[src/rtl/hilo_div_ctrl.sv]
// hilo_div_ctrl: sequences the multi-cycle divider for DIV/DIVU and owns the architectural HI/LO registers
module hilo_div_ctrl (
  input  logic        clk,
  input  logic        resetn,
  input  logic        ex_valid,
  input  logic [2:0]  ex_op,
  input  logic [31:0] ex_src1,
  input  logic [31:0] ex_src2,
  input  logic        ex_cancel,
  output logic        ex_stall,
  output logic        div_begin,
  output logic        div_sign,
  output logic [31:0] div_op1,
  output logic [31:0] div_op2,
  input  logic [31:0] div_result,
  input  logic [31:0] div_remainder,
  input  logic        div_end,
  output logic [31:0] hi_out,
  output logic [31:0] lo_out
);
  typedef enum logic [1:0] {IDLE, BUSY, DONE} state_t;
  state_t r_state, w_next;
  logic r_begin, r_sign;
  logic [31:0] r_op1, r_op2, r_hi, r_lo;
  logic w_is_div, w_accept, w_mt;
  assign w_is_div = ex_valid & (ex_op == 3'b001 | ex_op == 3'b010);
  assign w_accept = (r_state == IDLE) & w_is_div & ~ex_cancel;
  assign w_mt = (r_state == IDLE) & ex_valid & ~ex_cancel;
  // the dividing instruction leaves EX only in the DONE cycle
  assign ex_stall = w_is_div & (r_state != DONE);
  assign div_begin = r_begin;
  assign div_sign = r_sign;
  assign div_op1 = r_op1;
  assign div_op2 = r_op2;
  assign hi_out = r_hi;
  assign lo_out = r_lo;
  always_comb begin
    w_next = IDLE;
    if (r_state == IDLE) w_next = w_accept ? BUSY : IDLE;
    else if (r_state == BUSY) w_next = ex_cancel ? IDLE : (div_end ? DONE : BUSY);
  end
  always_ff @(posedge clk) begin
    if (!resetn) begin
      r_state <= IDLE;
      r_begin <= 1'b0;
      r_sign <= 1'b0;
      r_op1 <= '0;
      r_op2 <= '0;
      r_hi <= '0;
      r_lo <= '0;
    end else begin
      r_state <= w_next;
      if (w_accept) begin
        r_begin <= 1'b1;
        r_sign <= (ex_op == 3'b001);
        r_op1 <= ex_src1;
        r_op2 <= ex_src2;
      end
      if (r_state == BUSY && (ex_cancel || div_end)) r_begin <= 1'b0;
      if (w_mt && ex_op == 3'b011) r_hi <= ex_src1;
      if (w_mt && ex_op == 3'b100) r_lo <= ex_src1;
      if (r_state == DONE && !ex_cancel) begin
        r_lo <= div_result;
        r_hi <= div_remainder;
      end
    end
  end
endmodule

[config.mk]
export PLATFORM = sky130hd
export DESIGN_NAME = hilo_div_ctrl
export DESIGN_NICKNAME = d
export VERILOG_FILES = /design/src/rtl/hilo_div_ctrl.sv
export SDC_FILE = /design/constraint.sdc
export NUM_CORES = 1
export LEC_CHECK = 0
export CORE_MARGIN = 10
export CORE_UTILIZATION = 56
export DETAILED_ROUTE_END_ITERATION = 12
export DONT_BUFFER_PORTS = 1
export PLACE_DENSITY = 0.7
export SYNTH_ARGS = -nofsm -noshare
export SYNTH_HDL_FRONTEND = slang
export SYNTH_SLANG_ARGS = --single-unit
export TNS_END_PERCENT = 20
[constraint.sdc]
create_clock -name clk -period 2.4 [get_ports clk]
set_input_delay 0 -clock clk [delete_from_list [all_inputs] [get_ports clk]]
set_output_delay 0 -clock clk [all_outputs]
set_load 0.005 [all_outputs]
==> load_flow_metrics.sql, run 1 <==
INSERT INTO impl_metrics (metric_group, metric, value, unit) VALUES
('logic_synthesis', 'netlist_top_cells_area', 'dfxtp_1 47%, mux2i_1 23%, a221oi_1 9.9%', ''),
('logic_synthesis', 'yosysSeqAreaShare', '0.468', ''),
('logic_synthesis', 'syn-cell-area', '5650', 'um^2'),
('floorplanning', 'die_w', '120', 'um'),
('logic_synthesis', 'ys_warn_count', '0', ''),
('floorplanning', 'initial_core_util', '0.575', ''),
('floorplanning', 'design.portCount', '267', ''),
('logic_synthesis', 'asyncSetResetFlopFracSynth', '0', ''),
('logic_synthesis', 'synthesis.nets', '733', ''),
('clock_network', 'clock-root-buffer', 'clkbuf_8', ''),
('logic_synthesis', 'netlist.top_cell.by_area', 'dfxtp_1', ''),
('clock_network', 'cts_setup_buffers', '0', ''),
('outcome', 'first-error', '[ERROR RSZ-0060] Max buffer count reached.', ''),
('logic_synthesis', 'yosysUniqueCellTypes', '28', ''),
('logic_synthesis', 'synthesis.area_per_instance', '9.46', 'um^2'),
('outcome', 'status', 'stopped before the end', ''),
('clock_network', 'holdBufCountCts', '147', ''),
('clock_network', 'cts-buffers-inserted', '17', ''),
('placement', 'post-place-cells', '688', ''),
('outcome', 'flow.stopped_at', '4_1_cts', ''),
('logic_synthesis', 'synth_top_cell_area_share', '0.468', ''),
('placement', 'gp_routability_congestion', '0.774', ''),
('placement', 'place.detailed.hpwl', '12300', 'um'),
('logic_synthesis', 'synth-edff-count', '0', ''),
('logic_synthesis', 'yosys_register_bits', '132', ''),
('logic_synthesis', 'synthesis.instances', '597', ''),
('placement', 'instance_area_after_placement', '5720', 'um^2'),
('placement', 'buffer_ports.inserted', '0', ''),
('clock_network', 'cts_resized', '0', ''),
('clock_network', 'cts_max_level', '4', ''),
('floorplanning', 'die_h', '120', 'um'),
('clock_network', 'num_clock_sinks', '132', ''),
('clock_network', 'cts_buffer_depth', '2', ''),
('floorplanning', 'std_cell_rows', '36', ''),
('logic_synthesis', 'synth_flop_cell', 'dfxtp_1', '');
cell usage after synthesis, types with 2 or more instances:
master and count:
buf_6 4, buf_1 4, nand2_1 129, clkbuf_1 35
mux2i_1 128, nor2_1 67, dfxtp_1 132, buf_2 5
nor3_1 3, buf_4 6, a221oi_1 64, inv_1 3
o21ai_0 2
cell families after synthesis:
| logic type | synth area share |
|---|---|
| xor+xnor | 0.00155 |
| flops | 0.468 |
| compound gates | 0.110 |
| simple gates | 0.144 |
| buf+inv | 0.0490 |
| mux | 0.227 |
stage by stage:
stage                      util  setup slack [ns]
after global placement    0.582             0.611
after detailed placement  0.582             0.549
after floorplan               -             0.778
==> run 2: changes to the inputs <==
- CORE_UTILIZATION: 56 -> 40
- PLACE_DENSITY: 0.7 -> not set
- PLACE_DENSITY_LB_ADDON: not set -> 0.15
==> load_flow_metrics.sql, run 2 <==
INSERT INTO impl_metrics (metric_group, metric, value, unit) VALUES
('drt', 'drt_first_iter_violations', '284', ''),
('critical_path', 'worst_ep_required_time', '2.75', 'ns'),
('critical_path', 'path_cells', 'nor3b_4 -> buf_12 -> buf_4 -> mux2i_1 -> a221oi_1 -> dlygate4sd3_1', ''),
('final_layout', 'area.growth.synth_to_final', '39.8', '%'),
('sta', 'timing_worst_slew_pin_value', '0.483', 'ns'),
('final_layout', 'antenna-diode-count', '0', ''),
('outcome', 'status', 'finished, final reports clean', ''),
('logic_synthesis', 'yosysUniqueCellTypes', '28', ''),
('sta', 'period_share', '0.940', ''),
('placement', 'gp_routability_congestion', '0.820', ''),
('floorplanning', 'std_cell_rows', '43', ''),
('logic_synthesis', 'yosys.area_share.adder', '0', ''),
('drt', 'drc_errors', '0', ''),
('min_path', 'whs_path_depth', '3', ''),
('clock_network', 'cts-buffers-inserted', '17', ''),
('power', 'cellPowerDensity', '668', 'nW/um^2'),
('grt', 'gr-usage-all-layers', '0.193', ''),
('critical_path', 'critPathMaxStageDelay', '0.61', 'ns'),
('final_layout', 'finish.utilization', '0.569', ''),
('drt', 'wl_per_cell', '21.6', 'um'),
('sta', 'rsz0062_at_grt', 'false', ''),
('clock_network', 'clock-root-buffer', 'clkbuf_16', ''),
('logic_synthesis', 'synth_top_cell_area_share', '0.468', ''),
('drt', 'first_pass_iters', '6', ''),
('critical_path', 'cp.arrival', '2.60', 'ns'),
('clock_network', 'cts_buffer_depth', '2', ''),
('placement', 'post-place-cells', '739', ''),
('power', 'power.share.clock', '0.476', ''),
('final_layout', 'finish.cell_count_without_fillers', '918', ''),
('critical_path', 'critical_path.startpoint_type', 'flop', ''),
('clock_network', 'cts_resized', '0', ''),
('power', 'power_switching', '1.15', 'mW'),
('final_layout', 'layout-drive-gt1-share', '0.0705', ''),
('logic_synthesis', 'synthesis.area_per_instance', '9.46', 'um^2'),
('logic_synthesis', 'netlist.top_cell.by_area', 'dfxtp_1', ''),
('grt', 'grt_overflow_total', '0', ''),
('drt', 'dr_total_vias', '5017', ''),
('logic_synthesis', 'synthesis.instances', '597', ''),
('floorplanning', 'die_h', '139', 'um'),
('logic_synthesis', 'asyncSetResetFlopFracSynth', '0', ''),
('placement', 'instance_area_after_placement', '5800', 'um^2'),
('power', 'sequentialPowerShare', '0.437', ''),
('logic_synthesis', 'main_combinational_cell_family_by_area_after_synthesis', 'multiplexers', ''),
('sta', 'finalHoldViolCount', '0', ''),
('min_path', 'hp-class', 'primary input to flop', ''),
('power', 'p_total', '5.27', 'mW'),
('final_layout', 'layout.cell_area.non_filler', '7900', 'um^2'),
('drt', 'final_antenna_net_count', '0', ''),
('final_layout', 'layout_commonest_cell', 'dlygate4sd3_1', ''),
('sta', 'min_period', '2.26', 'ns'),
('final_layout', 'fill_cell_total_of_the_finished_layout', '1157', ''),
('sta', 'setup-tns-final', '0', 'ns'),
('grt', 'grt_pass1_vias', '5064', ''),
('logic_synthesis', 'synth_top_cells_by_count', '132 x dfxtp_1, 129 x nand2_1, 128 x mux2i_1, 67 x nor2_1, 64 x a221oi_1', ''),
('sta', 'setup_violations', '0', ''),
('critical_path', 'ws_path_type', 'flop to flop', ''),
('critical_path', 'timing.critical_path.fanout_max', '24', ''),
('power', 'vdd_ir_drop_max', '0.000433', 'V'),
('critical_path', 'reg2regPathDepth', '6', ''),
('logic_synthesis', 'synth-edff-count', '0', ''),
('logic_synthesis', 'netlist_top_cells_area', 'dfxtp_1 47%, mux2i_1 23%, a221oi_1 9.9%', ''),
('power', 'p_int', '4.12', 'mW'),
('drt', 'via_cell_ratio', '5.47', ''),
('floorplanning', 'design.portCount', '267', ''),
('logic_synthesis', 'yosysSeqAreaShare', '0.468', ''),
('floorplanning', 'initial_core_util', '0.407', ''),
('sta', 'achievable-frequency', '0.443', 'GHz'),
('clock_network', 'skew_pair_late_insertion_delay', '0.42', 'ns'),
('sta', 'slew_headroom', '0.676', ''),
('flow_run', 'max-cap-violations', '0', ''),
('grt', 'grt_antenna_before_repair', '0', ''),
('drt', 'detail_route.wirelength', '19800', 'um'),
('floorplanning', 'core_area', '13900', 'um^2'),
('logic_synthesis', 'multiplexer_share_of_the_synthesized_area', '0.227', ''),
('placement', 'place.detailed.hpwl', '13100', 'um'),
('clock_network', 'num_clock_sinks', '132', ''),
('logic_synthesis', 'area_fraction_in_compound_gates_after_synthesis', '0.110', ''),
('power', 'cellLeakagePower', '2.77', 'nW'),
('clock_network', 'cts_max_level', '4', ''),
('power', 'swShare', '0.219', ''),
('final_layout', 'fin_nets', '864', ''),
('final_layout', 'layout.cells.most_common_list', '146 x dlygate4sd3_1, 132 x dfxtp_1, 129 x nand2_1', ''),
('sta', 'skew', '0.00921', 'ns'),
('grt', 'grt_first_pass_wirelength', '29800', 'um'),
('critical_path', 'critical_path.slowest_cell', 'dlygate4sd3_1', ''),
('logic_synthesis', 'synth-simple-area-share', '0.144', ''),
('logic_synthesis', 'ys_warn_count', '0', ''),
('floorplanning', 'die_w', '139', 'um'),
('logic_synthesis', 'syn-cell-area', '5650', 'um^2'),
('power', 'comb_power_share', '0.087', ''),
('logic_synthesis', 'synthesis.nets', '733', ''),
('sta', 'final-max-slew-violation-count', '0', ''),
('critical_path', 'type_of_element_capturing_the_critical_path', 'flop', ''),
('clock_network', 'clk_transition_reported_paths', '0.05', 'ns'),
('logic_synthesis', 'synth_flop_cell', 'dfxtp_1', ''),
('grt', 'grt_max_degree', '131', ''),
('logic_synthesis', 'synth_most_common_cell', 'dfxtp_1', ''),
('placement', 'buffer_ports.inserted', '0', ''),
('logic_synthesis', 'yosys.area_share.xor_xnor', '0.00155', ''),
('floorplanning', 'dieArea', '19300', 'um^2'),
('logic_synthesis', 'yosys_register_bits', '132', ''),
('clock_network', 'cts_tree', 'done', '');
-- run 2: cell counts after synthesis --
No cell type changed its count.
-- run 2: final timing paths --
check / from / endpoint / slack [ns]
worst min-delay path: ex_op[2] / div_op1[0] / 0.04
worst max-delay path: r_state[1] / lo_out[22] / 0.14
worst min register to register: div_op2[31] / div_op2[31] / 0.48
worst max register to register: r_state[1] / lo_out[22] / 0.14
-- run 2: cell families after synthesis --
family                 Yosys count
AO/OA/AOI/OAI                   72
buffers and inverters           58
flip-flops                     132
multiplexers                   128
XOR/XNOR                         1
AND/OR/NAND/NOR                206
-- run 2: timing repair --
action	in CTS	in global routing
hold buffers	147	0
buffers inserted	0	2
hold endpoints to repair	132	0
setup endpoints to repair	0	5
-- run 2: per-stage QoR --
stage	hold slack (ns)	worst slack (ns)
6_report	0.0409	0.144
5_1_grt	0.0335	0.0153
4_1_cts	0.0213	0.0568
3_3_place_gp	0.0826	0.653
3_5_place_dp	0.0815	0.567
2_1_floorplan	0.0365	0.778
-- run 2: power by group through the flow --
stage	combinational, mW	clock (mW)	sequential, mW
2_1_floorplan	0.201	0	2.33
6_report	0.461	2.51	2.30
3_3_place_gp	0.206	0	2.35
3_5_place_dp	0.215	0	2.35
4_1_cts	0.452	2.56	2.30
5_1_grt	0.500	2.65	2.31
-- run 2: area by class of cell --
class | instances | area [um^2] | area share
Clock buffer | 25 | 495 | 0.0627
Timing Repair Buffer | 166 | 1700 | 0.215
Inverter | 4 | 15.0 | 0.00190
Clock inverter | 4 | 72.6 | 0.00919
Multi-Input combinational cell | 407 | 2750 | 0.348
Tap cell | 180 | 225 | 0.0285
Sequential cell | 132 | 2640 | 0.335
-- run 2: critical path, delay by kind of cell, from the launching register on --
family	cells	cell delay, ns
compound gates	1	0.32
buf+inv	3	1.08
flops	1	0.39
mux	1	0.10
simple gates	1	0.29
-- run 2: metal layers --
metal	vias to the layer above	global-route usage	wire [um]
li1	2375	-	-
met1	2381	0.210	7690
met2	241	0.314	9640
met3	20	0.0990	2190
met4	0	0.0741	286
met5	-	0	0
Note: power is estimated with default switching activity, not from simulation.
